[config.mk]
export PLATFORM = sky130hd
export DESIGN_NAME = seg_scan_driver
export DESIGN_NICKNAME = d
export VERILOG_FILES = /design/src/rtl/seg_pkg.sv /design/src/rtl/hex_glyph.sv /design/src/rtl/seg_scan_driver.sv
export SDC_FILE = /design/constraint.sdc
export NUM_CORES = 1
export LEC_CHECK = 0
export CORE_AREA = 2 2 64 126
export CTS_CLUSTER_DIAMETER = 80
export DETAILED_ROUTE_END_ITERATION = 12
export DIE_AREA = 0 0 66 128
export PLACE_DENSITY = 0.69
export SLEW_MARGIN = 40
export SYNTH_ARGS = -nofsm -noshare
export SYNTH_HDL_FRONTEND = slang
export SYNTH_SLANG_ARGS = --single-unit
export TNS_END_PERCENT = 30
[constraint.sdc]
create_clock -name clk -period 3.1 [get_ports clk]
set_input_delay 0.62 -clock clk [delete_from_list [all_inputs] [get_ports clk]]
set_output_delay 0.62 -clock clk [all_outputs]
set_load 0.03 [all_outputs]
[src/rtl/seg_pkg.sv]
// seg_pkg: shared constants and types for the seven-segment scanner.
// Glyphs are active-low, bit order {g,f,e,d,c,b,a}. Anodes are active-low.
package seg_pkg;

  typedef logic [1:0] dig_t;

  // Digit slots, right to left on the board.
  localparam dig_t DIG_FLAG = 2'd0;
  localparam dig_t DIG_SUM  = 2'd1;
  localparam dig_t DIG_B    = 2'd2;
  localparam dig_t DIG_A    = 2'd3;

  localparam logic [3:0] AN_OFF = 4'b1111;

  localparam logic [6:0] GLYPH_DARK  = 7'h7F;
  localparam logic [6:0] GLYPH_C     = 7'b1000110;
  localparam logic [6:0] GLYPH_F     = 7'b0001110;

  localparam logic [6:0] GLYPH_HEX_0 = 7'b1000000;
  localparam logic [6:0] GLYPH_HEX_1 = 7'b1111001;
  localparam logic [6:0] GLYPH_HEX_2 = 7'b0100100;
  localparam logic [6:0] GLYPH_HEX_3 = 7'b0110000;
  localparam logic [6:0] GLYPH_HEX_4 = 7'b0011001;
  localparam logic [6:0] GLYPH_HEX_5 = 7'b0010010;
  localparam logic [6:0] GLYPH_HEX_6 = 7'b0000010;
  localparam logic [6:0] GLYPH_HEX_7 = 7'b1111000;
  localparam logic [6:0] GLYPH_HEX_8 = 7'b0000000;
  localparam logic [6:0] GLYPH_HEX_9 = 7'b0010000;
  localparam logic [6:0] GLYPH_HEX_A = 7'b0001000;
  localparam logic [6:0] GLYPH_HEX_B = 7'b0000011;
  localparam logic [6:0] GLYPH_HEX_C = 7'b1000110;
  localparam logic [6:0] GLYPH_HEX_D = 7'b0100001;
  localparam logic [6:0] GLYPH_HEX_E = 7'b0000110;
  localparam logic [6:0] GLYPH_HEX_F = 7'b0001110;

  // One frame's worth of adder state, frozen at the frame wrap.
  typedef struct packed {
    logic [3:0] a;
    logic [3:0] b;
    logic [3:0] sum;
    logic       of_s;
    logic       c_msb;
  } snap_t;

endpackage

[src/rtl/hex_glyph.sv]
// hex_glyph: combinational 4-bit value to active-low seven-segment pattern.
//   nibble : value to display
//   seg    : active-low segments {g,f,e,d,c,b,a}
module hex_glyph
  import seg_pkg::*;
(
  input  logic [3:0] nibble,
  output logic [6:0] seg
);

  always_comb begin
    seg = GLYPH_DARK;
    case (nibble)
      4'h0: seg = GLYPH_HEX_0;
      4'h1: seg = GLYPH_HEX_1;
      4'h2: seg = GLYPH_HEX_2;
      4'h3: seg = GLYPH_HEX_3;
      4'h4: seg = GLYPH_HEX_4;
      4'h5: seg = GLYPH_HEX_5;
      4'h6: seg = GLYPH_HEX_6;
      4'h7: seg = GLYPH_HEX_7;
      4'h8: seg = GLYPH_HEX_8;
      4'h9: seg = GLYPH_HEX_9;
      4'hA: seg = GLYPH_HEX_A;
      4'hB: seg = GLYPH_HEX_B;
      4'hC: seg = GLYPH_HEX_C;
      4'hD: seg = GLYPH_HEX_D;
      4'hE: seg = GLYPH_HEX_E;
      4'hF: seg = GLYPH_HEX_F;
      default: seg = GLYPH_DARK;
    endcase
  end

endmodule

[src/rtl/seg_scan_driver.sv]
// seg_scan_driver: four-digit time-multiplexed seven-segment scanner for the
// 4-bit adder. Digits left to right: A, B, SUM, flag glyph ('F' blinking on
// signed overflow, else 'C' on carry, else dark). Inputs are sampled once per
// frame so a frame never mixes old and new values.
//   clk, rst_n          : clock, async active-low reset
//   A, B, SUM           : adder operands and result
//   OF_S, C_MSB         : signed overflow and carry-out flags
//   SEGMENTS            : active-low cathodes, [0]=a .. [6]=g, registered
//   AN                  : active-low anodes, [0]=rightmost, registered
module seg_scan_driver
  import seg_pkg::*;
#(
  parameter int DIV_W   = 17,
  parameter int BLANK   = 64,
  parameter int BLINK_W = 26
) (
  input  logic       clk,
  input  logic       rst_n,
  input  logic [3:0] A,
  input  logic [3:0] B,
  input  logic [3:0] SUM,
  input  logic       OF_S,
  input  logic       C_MSB,
  output logic [6:0] SEGMENTS,
  output logic [3:0] AN
);

  localparam logic [DIV_W-1:0] BLANK_CNT = DIV_W'(BLANK);

  logic [DIV_W-1:0]   div_cnt_q, div_cnt_d;
  dig_t               dig_q, dig_d;
  logic [BLINK_W-1:0] blink_q, blink_d;
  snap_t              snap_q, snap_d;
  logic [3:0]         an_q, an_d;
  logic [6:0]         seg_q, seg_d;

  logic       div_tc;
  logic       frame_wrap;
  logic       blanking;
  logic [3:0] nibble;
  logic [6:0] hex_seg;
  logic [6:0] flag_seg;
  logic       flag_lit;
  logic [6:0] digit_seg;
  logic       digit_lit;

  // Single shared decoder after the nibble mux; digit 0 bypasses it.
  hex_glyph u_hex_glyph (
    .nibble (nibble),
    .seg    (hex_seg)
  );

  always_comb begin
    div_tc     = &div_cnt_q;
    frame_wrap = div_tc && (dig_q == DIG_A);
    blanking   = div_cnt_q < BLANK_CNT;

    div_cnt_d = div_cnt_q + DIV_W'(1);
    dig_d     = div_tc ? dig_q + 2'd1 : dig_q;
    blink_d   = blink_q + BLINK_W'(1);

    snap_d = snap_q;
    if (frame_wrap) begin
      snap_d.a     = A;
      snap_d.b     = B;
      snap_d.sum   = SUM;
      snap_d.of_s  = OF_S;
      snap_d.c_msb = C_MSB;
    end

    case (dig_q)
      DIG_A:   nibble = snap_q.a;
      DIG_B:   nibble = snap_q.b;
      default: nibble = snap_q.sum;
    endcase

    // Overflow wins over carry; during the off half of the blink the digit
    // is dark rather than falling back to 'C'.
    flag_seg = GLYPH_DARK;
    flag_lit = 1'b0;
    if (snap_q.of_s) begin
      if (!blink_q[BLINK_W-1]) begin
        flag_seg = GLYPH_F;
        flag_lit = 1'b1;
      end
    end else if (snap_q.c_msb) begin
      flag_seg = GLYPH_C;
      flag_lit = 1'b1;
    end

    if (dig_q == DIG_FLAG) begin
      digit_seg = flag_seg;
      digit_lit = flag_lit;
    end else begin
      digit_seg = hex_seg;
      digit_lit = 1'b1;
    end

    an_d  = AN_OFF;
    seg_d = GLYPH_DARK;
    if (!blanking && digit_lit) begin
      an_d  = ~(4'b0001 << dig_q);
      seg_d = digit_seg;
    end
  end

  always_ff @(posedge clk or negedge rst_n) begin
    if (!rst_n) begin
      div_cnt_q <= '0;
      dig_q     <= DIG_FLAG;
      blink_q   <= '0;
      snap_q    <= '0;
      an_q      <= AN_OFF;
      seg_q     <= GLYPH_DARK;
    end else begin
      div_cnt_q <= div_cnt_d;
      dig_q     <= dig_d;
      blink_q   <= blink_d;
      snap_q    <= snap_d;
      an_q      <= an_d;
      seg_q     <= seg_d;
    end
  end

  assign AN       = an_q;
  assign SEGMENTS = seg_q;

endmodule

==> results by group, run 1 <==
Critical path
  – CP Capture Type: register
  – CP required: 3.31 ns
  – Critical Path Start Type: register
  – Critical-path cell with the highest stage delay: mux2_2
  – Crit-path cells: ha_1 > inv_1 > nor3_1 > and4_1 > ha_1 > nand2_1 > mux2_2
  – Crit-path max FO: 14
  – CP Data Arrival Time: 2.74 ns
  – Delay of the slowest critical-path stage: about 0.43 ns
  – Crit Path Class: register to register
  – Top cell by count, worst path: ha_1

Timing
  – Slew margin rel.: 51.57%
  – Worst clock skew: 0.005703 ns
  – Crit path time final: between 2 and 3 ns
  – Worst Tran Pin Value: 0.7264 ns
  – RSZ-0062 raised after global routing: no
  – Final Setup Violations: 0
  – Period utilization: 81.39%
  – Max Fclk: ~0.40 GHz
  – PnR worst setup slack: between 0.5 and 0.6 ns
  – Final slew viol count: 0
  – Hold_ws: 0.3433 ns
  – Setup TNS: 0 ns
  – Count of final hold-check violations: 0

Finish
  – Ant diodes: 0
  – Layout Utilization: 51.09%
  – Final non-filler cell total: 397
  – Commonest cells after routing, fill and taps aside: dfrtp_1 (59), xnor2_1 (30), clkdlybuf4s50_1 (25)
  – Commonest non-fill, non-tap cell in the layout: dfrtp_1
  – Layout cells sized above 1: around 16%
  – Layout Area Growth over Synthesis: 21.63%
  – Post-layout nets: 327
  – Final instance area: about 3900 µm²

Power
  – PwrDens: 525.1 nW/µm²
  – Tot Pwr: approximately 2.0 mW
  – Leakage: 1.682 nW
  – Worst vdd ir: 0.0003173 V

Die
  – Die H: 128 µm
  – Core area: 7545 µm²
  – Die footprint: 8448 µm²
  – # rows: 45
  – Ports: 27
  – Starting Density: 42.01%
  – Die width: 66 µm

Clock network
  – TritonCTS sink count: 70
  – # H-tree levels: 3
  – Clk Latency, worst-skew pair: 0.33 ns
  – CTS Hold Bufs: 0
  – Clock-pin slew on the worst setup and hold paths: 0.05 ns
  – Clock root cell: clkbuf_16
  – TritonCTS clock tree: built
  – Clock buffer depth: 2
  – CTS resizes: 0
  – Num CTS Buffers: 9
  – Setup Buffers After CTS: 0

Worst hold path
  – Hold Crit Class: primary input to async pin

Drt
  – Vias: between 2k and 2.5k
  – Drt wl/cell: 14.78 µm
  – Total Wirelength: 5.866 mm
  – DRC viols: 0
  – Drt initial violations: 147
  – Vias per cell: 5.199
  – Number of iterations in the first detailed-routing pass: 4
  – Post-route ant nets: 0

Placed design
  – Dpl ws: 0.5493 ns
  – DPL Wire Length: between 4 and 5 mm
  – DP Area: 3553 µm²
  – Cells after DPL: 381
  – I/O Buffers: 26
  – GPL Wtd Cong: 0.7991

Logic synthesis
  – Post-Syn Area: 3169 µm²
  – Cell count after synthesis: 262
  – EDFF count, synth: 0
  – Post-synthesis net count: 291
  – Syn. warnings: 0
  – Syn_area_per_cell: 12.10 µm²
  – Fraction of registers with async set/reset: 100.0%
  – FF+latch count, synth: 70
  – Yosys cell types: 37
  – Register area share after synthesis: 55.70%
  – Top_reg_cell synth: dfrtp_1

Status
  – Result of the run: complete, no violations

Global routing
  – GRT Util Overall: 15.96%
  – Global-route wire length before repair: between 10 and 15 mm
  – Vias in the first global route: around 2.2k
  – Initial antenna violation count: 0
  – Grt total ovfl: 0
  – Largest net degree at the start of global routing: 40

Run
  – Max Cap Viol: 0
==> kinds of logic (layout without fill, tap and decap cells) <==
| group | after synthesis | count (layout) | share of synthesized area [%] |
|---|---|---|---|
| AND/OR/NAND/NOR | 84 | 84 | 14.57 |
| flip-flops | 70 | 70 | 55.70 |
| XOR/XNOR | 39 | 39 | 10.78 |
| multiplexers | 22 | 22 | 7.540 |
| AO/OA/AOI/OAI | 19 | 19 | 4.343 |
| buffers and inverters | 15 | 56 | 1.934 |
| adder cells (fa/ha/maj) | 13 | 13 | 5.132 |
==> metal layers <==
metal,wire length [µm],vias to the layer above,GRT usage [%]
met4,260,0,11.16
li1,-,992,-
met1,2123,1019,15.35
met5,0,-,0
met3,159,16,2.897
met2,3323,37,29.23
==> worst max-delay path: cells and delay by family (launching register included) <==
family                     cells  cell delay [ns]
and+or+nand+nor                3             1.02
buffers and inverters          1             0.06
DFF                            1             0.41
adders and majority gates      2             0.48
muxes                          1             0.43
==> registers in the layout, indices dropped and copies added (netlist names) <==
| register | cells |
|---|---|
| AN | 4 |
| SEGMENTS | 7 |
| blink_q | 26 |
| dig_q | 2 |
| div_cnt_q | 17 |
| snap_q | 14 |
==> cell usage after synthesis (2+ instances only) <==
library cell	number	share of area (%)
nand3_1	20	3.2
o211ai_1	3	0.71
nand2_1	19	2.3
nor3_1	6	0.95
ha_1	13	5.1
mux2i_1	7	2.2
nand4_1	11	2.2
xnor2_1	30	8.3
xor2_1	9	2.5
a22o_1	4	1.1
and4_1	2	0.55
a21oi_1	5	0.79
nor4_1	2	0.39
nor2_1	10	1.2
inv_1	12	1.4
dfrtp_1	59	47
and3_1	3	0.59
o221ai_1	2	0.55
nand2b_1	3	0.59
dfstp_2	11	9.1
mux2_2	15	5.3
==> power breakdown <==
group | total, mW | internal [mW] | switching (mW)
combinational | 0.0756 | 0.0359 | 0.0397
sequential | 0.930 | 0.925 | 0.00565
clock | 1.02 | 0.661 | 0.357
total | 2.02 | 1.62 | 0.402
==> layout make-up <==
type,count,area [µm²]
Multi-Input combinational cell,177,1343
Timing Repair Buffer,28,282.8
Tap cell,94,117.6
Sequential cell,70,1765
Clock inverter,4,45.04
Clock buffer,12,256.5
Inverter,12,45.04
Fill cell,669,3690
==> worst paths after layout <==
check                             start  slack [ns]      endpoint  cells past startpoint
min                               rst_n        0.34     snap_q[2]                      1
min reg2reg                  blink_q[0]        0.47    blink_q[0]                      1
max in group asynchronous         rst_n        2.10  div_cnt_q[2]                      2
min in group clk             blink_q[0]        0.47    blink_q[0]                      1
max reg2reg                div_cnt_q[0]        0.58     snap_q[1]                      7
max                        div_cnt_q[0]        0.58     snap_q[1]                      7
Power figures use the tool's default switching activity.
==> run 2: changes to the inputs <==
- clock period: 3.1 -> 2.5 ns (I/O delays scaled with it)
==> run 2 against run 1 <==
Clock skew decreased by 0.00076 ns. Global-route usage decreased by 0.27 points. Final area increased by 2.4%. Die area unchanged. First-iteration DRC count decreased by 34%. Combinational power increased by 23%. Maximum frequency increased by 9.4%. Worst hold slack got worse by 0.17 ns. Count of clock-buffer cells in the layout decreased by 1. Sequential power increased by 24%. Routed wire length increased by 0.94%. Critical path type unchanged.
==> results by group, run 2 (same netlist as run 1, synthesis figures left out) <==
Die
  – Die width: 66 µm (unchanged)
  – Die H: 128 µm (unchanged)
  – Starting Density: 42.01% (unchanged)
  – # rows: 45 (unchanged)
  – Core area: 7545 µm² (unchanged)
  – Die footprint: 8448 µm² (unchanged)
  – Ports: 27 (unchanged)

Timing
  – Worst clock skew: 0.004940 ns (-0.0007623 ns)
  – Slew margin rel.: 55.02% (+3.4 points)
  – Max Fclk: 0.4336 GHz (+9.4%)
  – Final Setup Violations: 0 (unchanged)
  – Worst Tran Pin Value: 0.6716 ns (-0.05485 ns)
  – Crit path time final: 2.306 ns (-0.2166 ns)
  – Count of final hold-check violations: 0 (unchanged)
  – Final slew viol count: 0 (unchanged)
  – Period utilization: 92.26% (+11 points)

Power
  – Worst vdd ir: 0.0003361 V (+5.9%)
  – PwrDens: 693.1 nW/µm² (+32%)
  – Leakage: 1.717 nW (+2.1%)
  – Tot Pwr: 2.736 mW (+35%)

Clock network
  – TritonCTS sink count: 70 (unchanged)
  – Clk Latency, worst-skew pair: 0.34 ns (about the same)
  – Setup Buffers After CTS: 0 (unchanged)
  – Clock buffer depth: 2 (unchanged)
  – TritonCTS clock tree: built
  – Num CTS Buffers: 9 (unchanged)
  – Clock root cell: clkbuf_16
  – # H-tree levels: 3 (unchanged)
  – CTS Hold Bufs: 0 (unchanged)
  – Clock-pin slew on the worst setup and hold paths: 0.05 ns (about the same)

Critical path
  – CP required: 2.73 ns (-0.58 ns)
  – Critical Path Start Type: register
  – Crit-path max FO: 8 (-6)
  – CP Capture Type: register
  – Crit Path Class: register to register
  – CP Data Arrival Time: 2.53 ns (-0.21 ns)

Drt
  – Total Wirelength: 5.921 mm (+0.94%)
  – Drt initial violations: 97 (-34%)
  – Vias per cell: 5.172 (-0.52%)
  – Post-route ant nets: 0 (unchanged)
  – Number of iterations in the first detailed-routing pass: 4 (unchanged)
  – Drt wl/cell: 14.77 µm (about the same)
  – Vias: 2074 (+0.48%)
  – DRC viols: 0 (unchanged)

Finish
  – Layout Area Growth over Synthesis: 24.56%
  – Commonest non-fill, non-tap cell in the layout: dfrtp_1
  – Largest register FFs: 26 (unchanged)
  – Post-layout nets: 331 (+1.2%)
  – Layout cells sized above 1: 18.24% (+2.1 points)
  – Ant diodes: 0 (unchanged)
  – Commonest cells after routing, fill and taps aside: dfrtp_1 (59), xnor2_1 (30), clkdlybuf4s50_1 (25)
  – Biggest register: blink_q
  – Largest registers: blink_q (26), div_cnt_q (17), snap_q (14)
  – Layout Utilization: 52.32% (+1.2 points)
  – Fill cells: 684 (+2.2%)

Global routing
  – GRT Util Overall: 15.69% (-0.27 points)
  – Grt total ovfl: 0 (unchanged)
  – Initial antenna violation count: 0 (unchanged)
  – Largest net degree at the start of global routing: 71 (+78%)
  – Vias in the first global route: 2152 (-3.1%)
  – Global-route wire length before repair: 9.673 mm (-3.8%)

Placed design
  – I/O Buffers: 26 (unchanged)
  – DPL Wire Length: 4.300 mm (-2.4%)
  – GPL Wtd Cong: 0.7954 (-0.46%)

Status
  – Result of the run: complete, no violations

Worst hold path
  – Hold Crit Class: primary input to async pin

Run
  – Max Cap Viol: 0 (unchanged)
-- run 2: final timing paths --
path,startpoint,endpoint,slack (ns),cells after the start
setup / recovery,dig_q[0],SEGMENTS[2],0.19,7
hold / removal,rst_n,snap_q[8],0.18,2
setup reg to reg,dig_q[0],SEGMENTS[2],0.19,7
hold reg to reg,blink_q[25],blink_q[25],0.47,1
max in group asynchronous,rst_n,AN[3],1.99,2
min in group clk,blink_q[25],blink_q[25],0.47,1
-- run 2: area by class of cell --
class	instances	area (µm²)	share of cell area, %
Clock inverter	5	105.1	2.662
Timing Repair Buffer	32	312.8	7.924
Clock buffer	11	252.7	6.403
Sequential cell	70	1765	44.72
Tap cell	94	117.6	2.979
Inverter	12	45.04	1.141
Multi-Input combinational cell	177	1349	34.17
-- run 2: through the flow --
| stage | cells | hold slack, ns | instance area (µm²) | TNS (ns) | setup WS (ns) |
|---|---|---|---|---|---|
| 4_1_cts | 401 | 0.1992 | 3941 | 0 | 0.1620 |
| 6_report | 401 | 0.1782 | 3948 | 0 | 0.1936 |
| 5_1_grt | 401 | 0.2014 | 3948 | -0.1031 | -0.04444 |
| 3_5_place_dp | 385 | 0.4579 | 3583 | 0 | 0.1798 |
| 2_1_floorplan | 262 | 0.2044 | 3169 | 0 | 0.3604 |
| 3_3_place_gp | 385 | 0.4556 | 3583 | 0 | 0.2318 |
-- run 2: metal layers --
layer  vias to the layer above  share of wire, %  global-route usage (%)
met4                         0               5.6                   11.40
met5                         -                 0                       0
li1                        996                 -                       -
met1                      1018                35                   14.44
met3                        18               3.2                   4.302
met2                        42                56                   28.22
-- run 2: power breakdown --
part / internal, mW / switching (mW) / total [mW] / leakage [nW]
Combinational: 0.0449 / 0.0482 / 0.0931 / 0.670
Sequential: 1.15 / 0.00776 / 1.15 / 0.879
Clock: 1.03 / 0.462 / 1.49 / 0.168
Total: 2.22 / 0.517 / 2.74 / 1.72
-- run 2: what timing repair did --
action	in CTS	in global routing
endpoints found under the setup margin	0	2
hold endpoints to repair	0	0
gates resized for setup	0	2
-- run 2: critical path, cell delays in order (launching register included) --
cell and delay, ns:
dfrtp_1 0.40, inv_1 0.08, ha_1 0.28, a22o_1 0.23
a21oi_1 0.46, inv_1 0.14, ha_1 0.27, o311ai_0 0.34
==> run 3: changes to the inputs <==
- REMOVE_ABC_BUFFERS: not set -> 1
- SKIP_LAST_GASP: not set -> 1
==> run 3 against run 2 <==
Total power down 13%. Clock power is 23% lower. Count of clock-buffer cells in the layout down 1. Critical path type unchanged. Largest power group is now registers. Core utilization shrank 1.4 points. Worst hold slack better by 0.0081 ns. Sequential power is essentially flat.
==> results by group, run 3 (same netlist as run 1, synthesis figures left out) <==
Status
  – Result of the run: complete, no violations

Clock network
  – # H-tree levels: 3 (unchanged)
  – Clk Latency, worst-skew pair: 0.34 ns (about the same)
  – Clock-pin slew on the worst setup and hold paths: 0.05 ns (about the same)
  – Setup Buffers After CTS: 0 (unchanged)
  – Clock root cell: clkbuf_16
  – Num CTS Buffers: 9 (unchanged)
  – TritonCTS sink count: 70 (unchanged)
  – Clock buffer depth: 2 (unchanged)
  – TritonCTS clock tree: built

Critical path
  – CP Data Arrival Time: 2.61 ns (+0.08 ns)
  – Critical-path cell with the highest stage delay: or4b_1
  – CP required: 2.76 ns (+0.03 ns)
  – Crit-path max FO: 6 (-2)
  – Crit-path cells: inv_1 > ha_1 > a22o_1 > a21oi_1 > ha_1 > or4b_1 > o211ai_1
  – CP Capture Type: register
  – Crit Path Class: register to register
  – Top cell by count, worst path: ha_1
  – Critical Path Start Type: register
  – Delay of the slowest critical-path stage: 0.46 ns (about the same)

Timing
  – Count of final hold-check violations: 0 (unchanged)
  – Worst clock skew: 0.008548 ns (+0.003607 ns)
  – Max Fclk: 0.4243 GHz (-2.1%)
  – Setup TNS: 0 ns (unchanged)
  – RSZ-0062 raised after global routing: yes
  – Worst Tran Pin Value: 0.6569 ns (-0.01467 ns)
  – Slew margin rel.: 56.21% (+1.2 points)
  – Hold_ws: 0.1864 ns (+0.008128 ns)
  – Final Setup Violations: 0 (unchanged)
  – Final slew viol count: 0 (unchanged)
  – Period utilization: 94.26% (+2.0 points)
  – Crit path time final: 2.357 ns (+0.05019 ns)

Drt
  – M1 WL: 2.231 mm (+6.4%)
  – Vias per cell: 5.232 (+1.2%)
  – Met2 WL post-DR: 3.455 mm (+4.7%)
  – Max Used Layer: met4
  – Met3 WL post-DR: 199 µm (+3.6%)
  – Drt initial violations: 150 (+55%)
  – Vias: 2098 (+1.2%)
  – Drt wl/cell: 15.08 µm (+2.1%)
  – Post-route ant nets: 0 (unchanged)
  – Total Wirelength: 6.048 mm (+2.1%)
  – Number of iterations in the first detailed-routing pass: 4 (unchanged)
  – DRC viols: 0 (unchanged)

Global routing
  – Initial antenna violation count: 0 (unchanged)
  – Vias in the first global route: 2210 (+2.7%)
  – Largest net degree at the start of global routing: 41 (-42%)
  – Global-route wire length before repair: 10.27 mm (+6.1%)
  – Grt total ovfl: 0 (unchanged)
  – GRT Util Overall: 16.34% (+0.65 points)

Finish
  – Layout cells sized above 1: 17.59% (-0.65 points)
  – Commonest non-fill, non-tap cell in the layout: dfrtp_1
  – Layout Area Growth over Synthesis: 21.24%
  – Largest register FFs: 26 (unchanged)
  – Largest registers: blink_q (26), div_cnt_q (17), snap_q (14)
  – Commonest cells after routing, fill and taps aside: dfrtp_1 (59), xnor2_1 (30), clkdlybuf4s50_1 (25)
  – Final non-filler cell total: 401 (unchanged)
  – Post-layout nets: 331 (unchanged)
  – Biggest register: blink_q
  – Ant diodes: 0 (unchanged)

Power
  – Clock power share: 47.8% (-6.6 points)
  – PwrDens: 620.2 nW/µm² (-11%)
  – Reg power frac: 48.4% (+6.2 points)
  – Logic pwr share: 3.8% (+0.4 points)
  – Net Switching: 527.2 µW (+1.9%)
  – Internal: 1.856 mW (-16%)
  – Worst vdd ir: 0.0004513 V (+34%)
  – Leakage: 1.672 nW (-2.6%)
  – Sw frac: 22.12% (+3.2 points)

Placed design
  – Cells after DPL: 385 (unchanged)
  – GPL Wtd Cong: 0.8237 (+3.6%)
  – DPL Wire Length: 4.445 mm (+3.4%)
  – I/O Buffers: 26 (unchanged)

Run
  – Max Cap Viol: 0 (unchanged)

Die
  – # rows: 45 (unchanged)
  – Die footprint: 8448 µm² (unchanged)
  – Die H: 128 µm (unchanged)
  – Starting Density: 42.01% (unchanged)
  – Ports: 27 (unchanged)
  – Die width: 66 µm (unchanged)
  – Core area: 7545 µm² (unchanged)

Worst hold path
  – Hold Crit Class: primary input to async pin
[run 3: path summary, 6_finish.rpt]
kind,startpoint,endpoint,slack (ns),cells past startpoint
min,rst_n,blink_q[13],0.19,2
max reg2reg,dig_q[0],SEGMENTS[5],0.14,7
min reg2reg,blink_q[16],blink_q[16],0.47,1
max in group asynchronous,rst_n,SEGMENTS[3],1.88,2
max,dig_q[0],SEGMENTS[5],0.14,7
min in group clk,blink_q[16],blink_q[16],0.47,1
[run 3: layout make-up]
class | count | area [µm²]
clock inverters | 6 | 38.79
inverters | 12 | 45.04
fillers | 696 | 3702
multi-input cells | 177 | 1346
well taps | 94 | 117.6
flip-flops and latches | 70 | 1765
clock buffers | 10 | 229.0
repair buffers | 32 | 300.3
[run 3: power groups by stage]
stage	clock [mW]	sequential, mW	combinational (mW)
finish	1.14	1.15	0.0917
global route	1.22	1.15	0.103
CTS	1.16	1.15	0.0938
detailed placement	0	1.17	0.0932
global placement	0	1.17	0.0915
floorplan	0	1.17	0.0361
[run 3: metrics by stage]
step                power (mW)  instance area [µm²]  setup WS [ns]  util [%]
floorplan                1.206                 3153         0.2906         -
global placement         1.264                 3571         0.2782     47.33
detailed placement       1.266                 3571        0.05205     47.33
CTS                      2.409                 3839        0.04258     50.88
global route             2.476                 3842       -0.02289     50.93
finish                   2.383                 3842         0.1434     50.93
[run 3: per-layer routing]
metal,track usage (%),vias up
met5,0,-
met4,8.043,0
met2,29.65,39
li1,-,1000
met1,16.74,1050
met3,4.302,9
[run 3: what timing repair did]
item	in CTS	in global routing
endpoints found under the setup margin	0	2
endpoints found under the hold margin	0	0
gates resized for setup	0	1
hold buffers	0	0
[run 3: critical path: cells and delay by family, from the launching register on]
family,cells,cell delay (ns)
fa+ha+maj,2,0.62
compound gates,3,0.73
buf+inv,1,0.08
flops,1,0.40
simple gates,1,0.46
